--- src/rtl/load_align_unit.sv ---
// Load data path between MEM and a word-wide synchronous RAM: issues one or two
// word reads, merges the addressed bytes and sign/zero-extends the result.
module load_align_unit #(
    parameter int          XLEN        = 32,
    parameter int          ADDR_W      = 32,
    parameter bit          MISALIGN_EN = 1'b1,
    localparam int         OFFS_W      = $clog2(XLEN / 8)
) (
    input  logic                     clk,
    input  logic                     rst_n,
    input  logic                     req_valid,
    output logic                     req_ready,
    input  logic [ADDR_W-1:0]        req_addr,
    input  logic [2:0]               req_funct3,
    output logic                     mem_rd_en,
    output logic [ADDR_W-OFFS_W-1:0] mem_addr,
    input  logic [XLEN-1:0]          mem_rdata,
    output logic                     resp_valid,
    input  logic                     resp_ready,
    output logic [XLEN-1:0]          resp_data,
    output logic                     resp_err
);

    typedef enum logic [2:0] {
        S_IDLE,
        S_ISSUE0,
        S_WAIT0,
        S_WAIT1,
        S_ERR,
        S_RESP
    } state_t;

    state_t                     r_state;
    logic [OFFS_W-1:0]          r_offs;
    logic [2:0]                 r_funct3;
    logic                       r_split;
    logic [XLEN-1:0]            r_lo;
    logic                       r_mem_rd_en;
    logic [ADDR_W-OFFS_W-1:0]   r_mem_addr;
    logic                       r_resp_valid;
    logic                       r_resp_err;
    logic [XLEN-1:0]            r_resp_data;

    logic                       w_req_illegal;
    logic                       w_req_split;
    logic [XLEN-1:0]            w_lo;
    logic [2*XLEN-1:0]          w_pair;
    logic [XLEN-1:0]            w_shift;
    logic [XLEN-1:0]            w_mask;
    logic                       w_msb;
    logic [XLEN-1:0]            w_ext;

    // Request decode only steers the next state; it never reaches an output directly.
    always_comb begin
        w_req_illegal = (req_funct3 == 3'b111) ||
                        ((XLEN == 32) && ((req_funct3 == 3'b011) || (req_funct3 == 3'b110)));
        w_req_split   = (32'(req_addr[OFFS_W-1:0]) + (32'd1 << req_funct3[1:0])) > 32'(XLEN / 8);
    end

    // The low word is still on mem_rdata in WAIT0, so the result is ready as RESP is entered.
    always_comb begin
        w_lo    = (r_state == S_WAIT0) ? mem_rdata : r_lo;
        w_pair  = {mem_rdata, w_lo};
        w_shift = XLEN'(w_pair >> {r_offs, 3'b000});
        case (r_funct3[1:0])
            2'd0: begin
                w_mask = XLEN'(8'hFF);
                w_msb  = w_shift[7];
            end
            2'd1: begin
                w_mask = XLEN'(16'hFFFF);
                w_msb  = w_shift[15];
            end
            2'd2: begin
                w_mask = XLEN'(32'hFFFF_FFFF);
                w_msb  = w_shift[31];
            end
            default: begin
                w_mask = '1;
                w_msb  = w_shift[XLEN-1];
            end
        endcase
        w_ext = (w_shift & w_mask) | ((!r_funct3[2] && w_msb) ? ~w_mask : '0);
    end

    always_ff @(posedge clk) begin
        if (!rst_n) begin
            r_state      <= S_IDLE;
            r_mem_rd_en  <= 1'b0;
            r_mem_addr   <= '0;
            r_resp_valid <= 1'b0;
            r_resp_err   <= 1'b0;
            r_resp_data  <= '0;
        end else begin
            case (r_state)
                S_IDLE: begin
                    if (req_valid) begin
                        r_offs     <= req_addr[OFFS_W-1:0];
                        r_funct3   <= req_funct3;
                        r_split    <= w_req_split;
                        r_mem_addr <= req_addr[ADDR_W-1:OFFS_W];
                        if (w_req_illegal || (w_req_split && !MISALIGN_EN)) begin
                            r_state <= S_ERR;
                        end else begin
                            r_state     <= S_ISSUE0;
                            r_mem_rd_en <= 1'b1;
                        end
                    end
                end
                S_ISSUE0: begin
                    r_state     <= S_WAIT0;
                    r_mem_rd_en <= r_split;
                    if (r_split) begin
                        r_mem_addr <= r_mem_addr + 1'b1;
                    end
                end
                S_WAIT0: begin
                    r_lo        <= mem_rdata;
                    r_mem_rd_en <= 1'b0;
                    if (r_split) begin
                        r_state <= S_WAIT1;
                    end else begin
                        r_state      <= S_RESP;
                        r_resp_valid <= 1'b1;
                        r_resp_err   <= 1'b0;
                        r_resp_data  <= w_ext;
                    end
                end
                S_WAIT1: begin
                    r_state      <= S_RESP;
                    r_resp_valid <= 1'b1;
                    r_resp_err   <= 1'b0;
                    r_resp_data  <= w_ext;
                end
                S_ERR: begin
                    r_state      <= S_RESP;
                    r_resp_valid <= 1'b1;
                    r_resp_err   <= 1'b1;
                    r_resp_data  <= '0;
                end
                S_RESP: begin
                    if (resp_ready) begin
                        r_state      <= S_IDLE;
                        r_resp_valid <= 1'b0;
                    end
                end
                default: begin
                    r_state     <= S_IDLE;
                    r_mem_rd_en <= 1'b0;
                end
            endcase
        end
    end

    assign req_ready  = (r_state == S_IDLE) && rst_n;
    assign mem_rd_en  = r_mem_rd_en;
    assign mem_addr   = r_mem_addr;
    assign resp_valid = r_resp_valid;
    assign resp_data  = r_resp_data;
    assign resp_err   = r_resp_err;

endmodule

--- config.mk ---
export PLATFORM = sky130hd
export DESIGN_NAME = load_align_unit
export DESIGN_NICKNAME = d
export VERILOG_FILES = /design/src/rtl/load_align_unit.sv
export SDC_FILE = /design/constraint.sdc
export NUM_CORES = 1
export LEC_CHECK = 0
export ABC_CLOCK_PERIOD_IN_PS = 2800
export BUFFER_PORTS_ARGS = -buffer_cell sky130_fd_sc_hd__buf_2
export CORE_ASPECT_RATIO = 0.75
export CORE_MARGIN = 2
export CORE_UTILIZATION = 55
export CTS_BUF_LIST = sky130_fd_sc_hd__clkbuf_8 sky130_fd_sc_hd__clkbuf_16
export CTS_CLUSTER_SIZE = 14
export DETAILED_ROUTE_END_ITERATION = 12
export MAX_ROUTING_LAYER = met4
export PLACE_DENSITY = 0.81
export SKIP_LAST_GASP = 1
export SLEW_MARGIN = 0
export SYNTH_ARGS = -nofsm -noshare
export SYNTH_HDL_FRONTEND = slang
export SYNTH_SLANG_ARGS = --single-unit
--- constraint.sdc ---
create_clock -name clk -period 2.8 [get_ports clk]
set_clock_uncertainty 0.2 [all_clocks]
set_input_delay 0.42 -clock clk [delete_from_list [all_inputs] [get_ports clk]]
set_output_delay 0.42 -clock clk [all_outputs]
set_load 0.01 [all_outputs]
== After elaboration in Yosys (flattened, before gate mapping) ==
Index checks and enable logic that the tools add are counted.
Cells by class
  equality and inequality tests: 14
  bitwise operators: 4
  $add $sub $neg: 2
  $lt $le $gt $ge: 1
  shift-type cells: 2
  reductions and logical operators: 18
  muxes and demuxes: 22
Operator list (count)
  32-bit 2-to-1 mux: 3
  32-bit case mux with 3 select lines: 1
  32-bit case mux with 2 select lines: 1
  64-bit by 5-bit right shift with 32-bit output: 1
  30-bit 2-to-1 mux: 2
  30-bit case mux with 2 select lines: 1
  2-bit by 32-bit adder with 32-bit output: 1
  32-bit AND: 1
  32-bit by 3-bit > comparator with 1-bit output, second input constant: 1
  32-bit NOT: 1
  32-bit bitwise OR: 1
  1-bit by 2-bit << shifter with 32-bit output, first input constant: 1
  30-bit by 1-bit adder with 30-bit output, second input constant: 1
  3-bit case mux with 5 select lines: 1
  3-bit == test, second input constant: 4
  3-bit 2-to-1 mux: 4
  3-bit AND reduction: 4
  2-bit != test, second input constant: 5
  3-bit by 2-bit == test with 1-bit output, second input constant: 3
  1-bit case mux with 3 select lines: 3
  3-bit nonzero test: 2
  1-bit 2-to-1 mux: 5
  2-bit AND reduction: 2
  3-bit by 1-bit == test with 1-bit output, second input constant: 1
  11 further kinds: 13
Word-level totals
  word-level logic and storage cells: 73
  flip-flop bits (word level): 106
  input port bits: 71
  output and inout bits: 66

== Depth between registers and ports, before layout ==
Gate-level depths: netlist of the first run.
  depth in word-level cells: 9
  mapped depth: 9
  mapped depth without buffers: 7

== Worst setup path before layout of the first run ==
No wires, ideal clock.
  path kind: reg-to-reg
  start: register r_state[2]
  end: register r_resp_data[10], in the netlist resp_data[10]
  path buffers: 1
  slack: 0.470 ns
  clock period less this slack: 2.330 ns
  cell stages (with the launch flop): 7
  data arrival time: 2.069 ns
  data required time: 2.539 ns
  library setup time: 0.061 ns
  cell sequence: dfxtp_1 -> buf_2 -> nor3b_2 -> mux2_2 -> mux2_2 -> o22ai_1 -> a32o_1
Between the ends
  word-level cells in the longest chain between the ends: 9
  elaborated cells between the ends (all ways): 15
  classes of those cells: eq/ne (4); shift (1); mux (5); bitwise (2); reduce/logical (3)
RTL lines
  start, declared: line 33  | state_t r_state;
  start signal, assigned: line 88  | r_state <= S_IDLE;
  start signal, assigned: line 103  | r_state <= S_ERR;
  start signal, assigned: line 105  | r_state <= S_ISSUE0;
  3-bit by 2-bit == test with 1-bit output: line 62, 95
  32-bit 2-to-1 mux
  64-bit by 5-bit right shift with 32-bit output: line 64  | w_shift = XLEN'(w_pair >> {r_offs, 3'b000});
  1-bit case mux with 2 select lines: line 65  | case (r_funct3[1:0])
  1-bit logical AND: line 83  | w_ext = (w_shift & w_mask) | ((!r_funct3[2] && w_msb) ? ~w_mask : '0);
  32-bit 2-to-1 mux: line 83
  32-bit bitwise OR: line 83
  32-bit 2-to-1 mux: line 120  | if (r_split) begin
  32-bit case mux with 3 select lines: line 95  | case (r_state)
  end signal, assigned: line 126  | r_resp_data <= w_ext;
  end signal, assigned: line 133  | r_resp_data <= w_ext;
  end, declared: line 42  | logic [XLEN-1:0] r_resp_data;
Parallel ways exist; a longest one is shown, timed or not. The select of a mux whose other input is x is not followed.
A chain may end at the register's enable or synchronous reset.

== Worst setup path after layout of the first run ==
  start: register r_state[0]
  end: register r_resp_data[23], in the netlist resp_data[23]
Same word-level chain as after synthesis.

==> flow_summary.rst, run 1 <==
.. list-table::
   :header-rows: 1

   * - Metric
     - Value
   * - Peak supply drop
     - 364 µV
   * - CTS tree
     - yes
   * - Top cell type by total area after synthesis
     - dfxtp_1
   * - Result of the run
     - finished clean
   * - Starting density of the core
     - 0.573
   * - DP HPWL
     - between 10,000 and 15,000 µm
   * - Synthesized instance count
     - roughly 660
   * - Count of nets left with antenna violations after detail routing
     - 0
   * - Count of cells resized by post-cts repair
     - 0
   * - Largest net degree at the start of global routing
     - 31
   * - Share of the clock period used by the worst path
     - 0.918
   * - Shortest period the worst path allows
     - ~2.6 ns
   * - Port buffer count
     - about 140
   * - Drt first-iter violations
     - just under 800
   * - Synth area leaders
     - dfxtp_1 23%, edfxtp_1 19%, mux2i_1 9.4%, nand2_1 4.4%, nor2_1 3.7%
   * - Critical Path RT
     - approximately 2.9 ns
   * - Worst-path fanout max
     - 11
   * - CTS Sinks
     - between 100 and 150
   * - Highest layer used for signal routing
     - met4
   * - Clock insertion delay at the later pin of the skew report
     - 0.35 ns
   * - Number of hold-repair buffers added at the cts stage
     - 0
   * - Total negative setup slack
     - 0 ns
   * - Switching component of the power
     - about 1.3 mW
   * - Arrival time of the worst setup path
     - between 2 and 3 ns
   * - Worst flop-to-flop path startpoint
     - r_state[0]
   * - Share of the synthesized area in the top cell type
     - 0.228
   * - Leftover overflow at the end of global routing
     - 0
   * - Worst min-delay path category
     - input port to flop
   * - Critical path class
     - flop to flop
   * - Mean routed wirelength per cell
     - just under 20 µm
   * - CTS clk-pin slew, worst paths
     - about 0.07 ns
   * - Post-Place Worst Slack
     - roughly 0.27 ns
   * - Global-route wire length before repair
     - 28,600 µm
   * - Fin Hold WS
     - around 0.088 ns
   * - Post-route worst setup slack
     - roughly 0.23 ns
   * - Share of final-layout standard cells stronger than drive strength 1
     - 0.267
   * - Routed wl met3
     - ~1900 µm
   * - DIE WIDTH
     - roughly 120 µm
   * - Endpoint type of the worst setup path
     - flop
   * - Wirelength, routed
     - about 18,000 µm
   * - Root Driver
     - clkbuf_16
   * - RSZ-0062 raised after global routing
     - false
   * - Leakage power of the design
     - 3.13 nW
   * - Worst setup SP type
     - flop
   * - Sequential share of the synthesized area
     - 0.419
   * - Relative contribution of sequential cells to total power
     - 0.454
   * - Num CTS Buffers
     - 9
   * - Final core utilization
     - 0.691
   * - 1st-pass router iterations
     - 6
   * - Proportion of register bits with asynchronous set or reset after synthesis
     - 0
   * - Switching Share
     - 0.314
   * - Power density over the cells
     - 583 nW/µm²
   * - Number of vias per cell after detailed routing
     - ~6.4
   * - Die H
     - about 94 µm
   * - Number of enable flip-flop cells after synthesis
     - 38
   * - Post-synthesis instance area
     - slightly below 6000 µm²
   * - Nets
     - between 800 and 900
   * - Crit. Startpoint
     - r_state[0]
   * - Post-route non-filler standard cell count
     - 940
   * - Total via count in the routed design
     - 6,014
   * - Routed wl met2
     - around 8100 µm
   * - Dominant synthesized flop cell
     - dfxtp_1
   * - Count of pins on the block boundary
     - 137
   * - Total number of yosys warnings
     - 0
   * - Slew Limit Headroom
     - 0.416
   * - Via count of the first global-routing pass
     - around 5,600
   * - Number of design rule violations left after detail routing
     - 0
   * - Number of antenna violations at the first check in global routing
     - 0
   * - Die footprint
     - 11,700 µm²
   * - Standard-cell rows
     - 32
   * - Largest buffer count on any clock path
     - 2
   * - GR Util All Layers
     - 0.313
   * - Max-cap violation count
     - 0
   * - Internal power consumption
     - ~2.9 mW
   * - Core area
     - ~10,000 µm²
   * - Yosys cell types
     - 72
   * - Number of setup violations in the final report
     - 0
   * - Nets in the synthesized netlist
     - around 740
   * - Growth of design area from synthesis to finish
     - 20.5%
   * - Comb pwr share
     - 0.239
   * - Slew of the pin with the lowest slew margin
     - between 0.8 and 0.9 ns
   * - Weighted congestion reported at the end of routability-driven placement
     - just under 1
   * - Final Hold Vio Count
     - 0
   * - Slew Viols, Final
     - 0
   * - Diode insertion count for antenna repair
     - 0
   * - Flops & latches, synth
     - about 110
   * - Clock group share of total power
     - 0.307
   * - Cells after DPL
     - 924
   * - Number of H-tree levels
     - 3
   * - Fmax
     - 389 MHz
   * - Mean post-synth cell area
     - roughly 9.0 µm²
   * - Worst hold path startpoint
     - req_funct3[2]
   * - Routed length on met1
     - 7880 µm
   * - Buffer count from post-CTS setup fixing
     - 0
## area by class of cell
type / count / area, µm²
clock buffers: 10 / 239
clock inverters: 6 / 57.6
fillers: 822 / 3220
inverters: 44 / 165
multi-input cells: 472 / 3140
flip-flops and latches: 106 / 2500
well taps: 136 / 170
repair buffers: 166 / 918
## worst paths after layout
check | to | slack, ns | cells past startpoint
hold / removal | r_funct3[2] | 0.09 | 1
setup / recovery | resp_data[23] | 0.23 | 5
hold reg to reg | resp_data[1] | 0.24 | 2
setup reg to reg | resp_data[23] | 0.23 | 5
## cell usage in the layout (no fill, tap or decap), types with 7 or more instances in the layout
cell       count
a21oi_1       36
a221o_1        8
a22oi_1       12
a31oi_1        9
a32o_1         7
and3_1         7
buf_2        136
buf_4         29
clkbuf_16      9
dfxtp_1       68
edfxtp_1      38
inv_1         45
mux2_2        18
mux2i_1       56
nand2_1       70
nand3_1       22
nand4_1       10
nor2_1        59
nor3_1        17
o2111ai_1      8
o21ai_0       28
## per-layer routing
layer	vias up	GRT usage
li1	2740	-
met4	0	0.0833
met1	2857	0.431
met3	33	0.0626
met5	-	-
met2	384	0.475
## power by group through the flow
stage | clock, mW | sequential [mW] | combinational (mW)
final | 1.29 | 1.90 | 1.00
after global routing | 1.36 | 1.92 | 1.08
after CTS | 1.29 | 1.90 | 0.982
after global placement | 0 | 1.92 | 0.943
after detailed placement | 0 | 1.93 | 0.978
after floorplan | 0 | 1.93 | 0.595
## sequential cells by signal (all words and copies together), names as in the netlist
register    count
resp_valid      1
r_funct3        3
r_state         3
mem_rd_en       1
resp_err        1
r_lo           32
r_offs          2
mem_addr       30
resp_data      32
r_split         1
## metrics by stage
stage               total power [mW]  instance area [µm²]
finish                          4.20                 7190
global route                    4.36                 7190
CTS                             4.17                 7190
detailed placement              2.90                 6900
global placement                2.86                 6900
floorplan                       2.52                 5970
## Yosys cell counts, drive strengths merged (9+ instances only)
| master | count |
|---|---|
| clkbuf | 25 |
| a21oi | 36 |
| edfxtp | 38 |
| a31oi | 9 |
| buf | 15 |
| a22oi | 12 |
| nand4 | 11 |
| mux2 | 18 |
| nand2 | 70 |
| dfxtp | 68 |
| nor2 | 59 |
| inv | 44 |
| nor3 | 17 |
| nand3 | 23 |
| o21ai | 29 |
| mux2i | 56 |
## cell families after synthesis
kind of cell	after synthesis	synth area share
buffers and inverters	84	0.0564
adders and majority gates	4	0.00965
AOI/OAI and AO/OA	167	0.200
and+or+nand+nor	227	0.187
muxes	74	0.128
DFF	106	0.419
## worst max-delay path, stage by stage (launching register included)
cell and delay [ns]:
dfxtp_1 0.42, nor3b_4 0.44, mux2_2 0.43, a221oi_1 0.41, nand3_1 0.40, o211ai_1 0.19
Note: power is estimated with default switching activity, not from simulation.
==> run 2: changes to the inputs <==
--- a/config.mk
+++ b/config.mk
@@ -6,15 +6,15 @@
 export NUM_CORES = 1
 export LEC_CHECK = 0
 export ABC_CLOCK_PERIOD_IN_PS = 2800
-export BUFFER_PORTS_ARGS = -buffer_cell sky130_fd_sc_hd__buf_2
 export CORE_ASPECT_RATIO = 0.75
 export CORE_MARGIN = 2
 export CORE_UTILIZATION = 55
 export CTS_BUF_LIST = sky130_fd_sc_hd__clkbuf_8 sky130_fd_sc_hd__clkbuf_16
 export CTS_CLUSTER_SIZE = 14
 export DETAILED_ROUTE_END_ITERATION = 12
+export DONT_BUFFER_PORTS = 1
 export MAX_ROUTING_LAYER = met4
-export PLACE_DENSITY = 0.81
+export PLACE_DENSITY = 0.7
 export SKIP_LAST_GASP = 1
 export SLEW_MARGIN = 0
 export SYNTH_ARGS = -nofsm -noshare
==> run 2 against run 1 <==
  * Design area decreased by 8.9%
  * Worst hold slack got worse by 0.066 ns
  * Combinational power down 20%
  * Critical path type unchanged
  * Critical endpoint unchanged
  * Highest routed layer unchanged
==> flow_summary.rst, run 2 (synthesized netlist as in run 1, its figures left out) <==
.. list-table::
   :header-rows: 1

   * - Metric
     - Value
   * - Total via count in the routed design
     - approximately 5,300
   * - Growth of design area from synthesis to finish
     - 9.77%
   * - Slew Limit Headroom
     - 0.181
   * - Fmax
     - 394 MHz
   * - Critical Path RT
     - between 2 and 3 ns
   * - Via count of the first global-routing pass
     - 5,195
   * - Fraction of met1 tracks used by global routing
     - 0.413
   * - Worst min-delay path category
     - input port to flop
   * - Wirelength, routed
     - between 15,000 and 20,000 µm
   * - Share of final-layout standard cells stronger than drive strength 1
     - 0.112
   * - Post-Place Worst Slack
     - 0.312 ns
   * - Starting density of the core
     - 0.573
   * - Final design area excluding fillers
     - between 6000 and 7000 µm²
   * - Total negative setup slack
     - 0 ns
   * - Post-route worst setup slack
     - roughly 0.26 ns
   * - Port buffer count
     - 0
   * - Clock insertion delay at the later pin of the skew report
     - 0.35 ns
   * - Buffer count from post-CTS setup fixing
     - 0
   * - RSZ-0062 raised after global routing
     - false
   * - Number of antenna violations at the first check in global routing
     - 0
   * - Final core utilization
     - 0.629
   * - Largest buffer count on any clock path
     - 2
   * - Nets
     - 742
   * - Count of pins on the block boundary
     - ~140
   * - Number of vias per cell after detailed routing
     - approximately 6.6
   * - Power density over the cells
     - ~600 nW/µm²
   * - 1st-pass router iterations
     - 6
   * - Switching Share
     - 0.309
   * - Diode insertion count for antenna repair
     - 0
   * - Relative contribution of sequential cells to total power
     - 0.494
   * - Arrival time of the worst setup path
     - approximately 2.6 ns
   * - Dpl cell area
     - 6190 µm²
   * - Drt first-iter violations
     - around 450
   * - Largest net degree at the start of global routing
     - 38
   * - Die footprint
     - 11,700 µm²
   * - CTS tree
     - yes
   * - Worst-path fanout max
     - 11
   * - Root Driver
     - clkbuf_16
   * - Critical path class
     - flop to flop
   * - Global-route wire length before repair
     - 27,900 µm
   * - Most frequent cells in the layout
     - 70 x nand2_1, 68 x dfxtp_1, 59 x nor2_1, 56 x mux2i_1, 47 x inv_1
   * - Weighted congestion reported at the end of routability-driven placement
     - 0.910
   * - Endpoint type of the worst setup path
     - flop
   * - Mean routed wirelength per cell
     - ~22 µm
   * - Number of setup violations in the final report
     - 0
   * - DIE WIDTH
     - 124 µm
   * - Switching component of the power
     - 1.22 mW
   * - Most Used Layer, Global Route
     - met2
   * - Comb pwr share
     - 0.203
   * - Internal power consumption
     - 2.72 mW
   * - Die H
     - roughly 94 µm
   * - Slew of the pin with the lowest slew margin
     - between 1 and 1.5 ns
   * - Shortest period the worst path allows
     - approximately 2.5 ns
   * - Standard-cell rows
     - 32
   * - Fill cell count
     - 902
   * - GR Util All Layers
     - 0.309
   * - Max-cap violation count
     - 0
   * - Worst reg2reg path depth
     - 6
   * - Number of design rule violations left after detail routing
     - 0
   * - Met2 demand-to-capacity share in global routing
     - 0.451
   * - CTS clk-pin slew, worst paths
     - 0.07 ns
   * - Count of cells resized by post-cts repair
     - 0
   * - Worst setup SP type
     - flop
   * - Leftover overflow at the end of global routing
     - 0
   * - Peak supply drop
     - around 300 µV
   * - Result of the run
     - finished clean
   * - Worst hold path depth
     - 2
   * - Leakage power of the design
     - roughly 2.5 nW
   * - Share of the clock period used by the worst path
     - 0.906
   * - Final Hold Vio Count
     - 0
   * - Count of nets left with antenna violations after detail routing
     - 0
   * - Global routing usage on met3
     - 0.0917
   * - CTS Sinks
     - 106
   * - Number of H-tree levels
     - 3
   * - Commonest non-fill, non-tap cell in the layout
     - nand2_1
   * - Clock group share of total power
     - 0.303
   * - Slew Viols, Final
     - 0
   * - DP HPWL
     - around 12,000 µm
   * - Core area
     - ~10,000 µm²
   * - Num CTS Buffers
     - 9
run 2: cell types whose count changed in the layout (fill, tap and decap cells not counted), sizes merged:
cell,delta
buf,-138
bufinv,-1
clkbuf,+1
clkinv,-2
clkinvlp,+1
dlygate4sd3,+6
inv,+1
run 2: worst max-delay path: stages (launching register included):
cell and delay (ns):
dfxtp_1 0.42, nor3b_4 0.38, buf_4 0.26, mux2_2 0.37
o221ai_1 0.27, nand3_1 0.37, o211ai_1 0.19
run 2: final timing paths:
| path | startpoint | end | slack (ns) |
|---|---|---|---|
| max | r_state[0] | resp_data[23] | 0.26 |
| min reg2reg | resp_data[3] | resp_data[3] | 0.29 |
| min | rst_n | resp_valid | 0.02 |
| max reg2reg | r_state[0] | resp_data[23] | 0.26 |
run 2: power groups by stage:
stage | registers, mW | logic (mW) | clock network [mW]
4_1_cts | 1.95 | 0.791 | 1.21
6_report | 1.95 | 0.801 | 1.19
5_1_grt | 1.97 | 0.887 | 1.26
3_3_place_gp | 1.97 | 0.739 | 0
3_5_place_dp | 1.98 | 0.765 | 0
2_1_floorplan | 1.93 | 0.595 | 0
run 2: timing repair:
action	CTS	global route
hold buffers	7	0
hold endpoints to repair	38	0
setup endpoints to repair	0	0
run 2: layout make-up:
type / count / area, µm² / share of cell area
Clock buffer: 11 / 253 / 0.0386
Sequential cell: 106 / 2500 / 0.382
Multi-Input combinational cell: 472 / 3140 / 0.479
Inverter: 44 / 165 / 0.0252
Tap cell: 136 / 170 / 0.0260
Clock inverter: 5 / 23.8 / 0.00363
Timing Repair Buffer: 34 / 295 / 0.0451
run 2: metrics by stage:
stage / hold WS, ns / cells / power (mW)
finish: 0.0221 / 808 / 3.94
global route: 0.00817 / 808 / 4.12
CTS: 0.0130 / 808 / 3.94
detailed placement: 0.281 / 785 / 2.74
global placement: 0.278 / 785 / 2.71
floorplan: 0.267 / 662 / 2.52
run 2: metal layers:
metal	vias to the layer above	routed length [µm]
li1	2487	-
met2	258	7560
met5	-	0
met4	0	362
met1	2549	7550
met3	35	1920
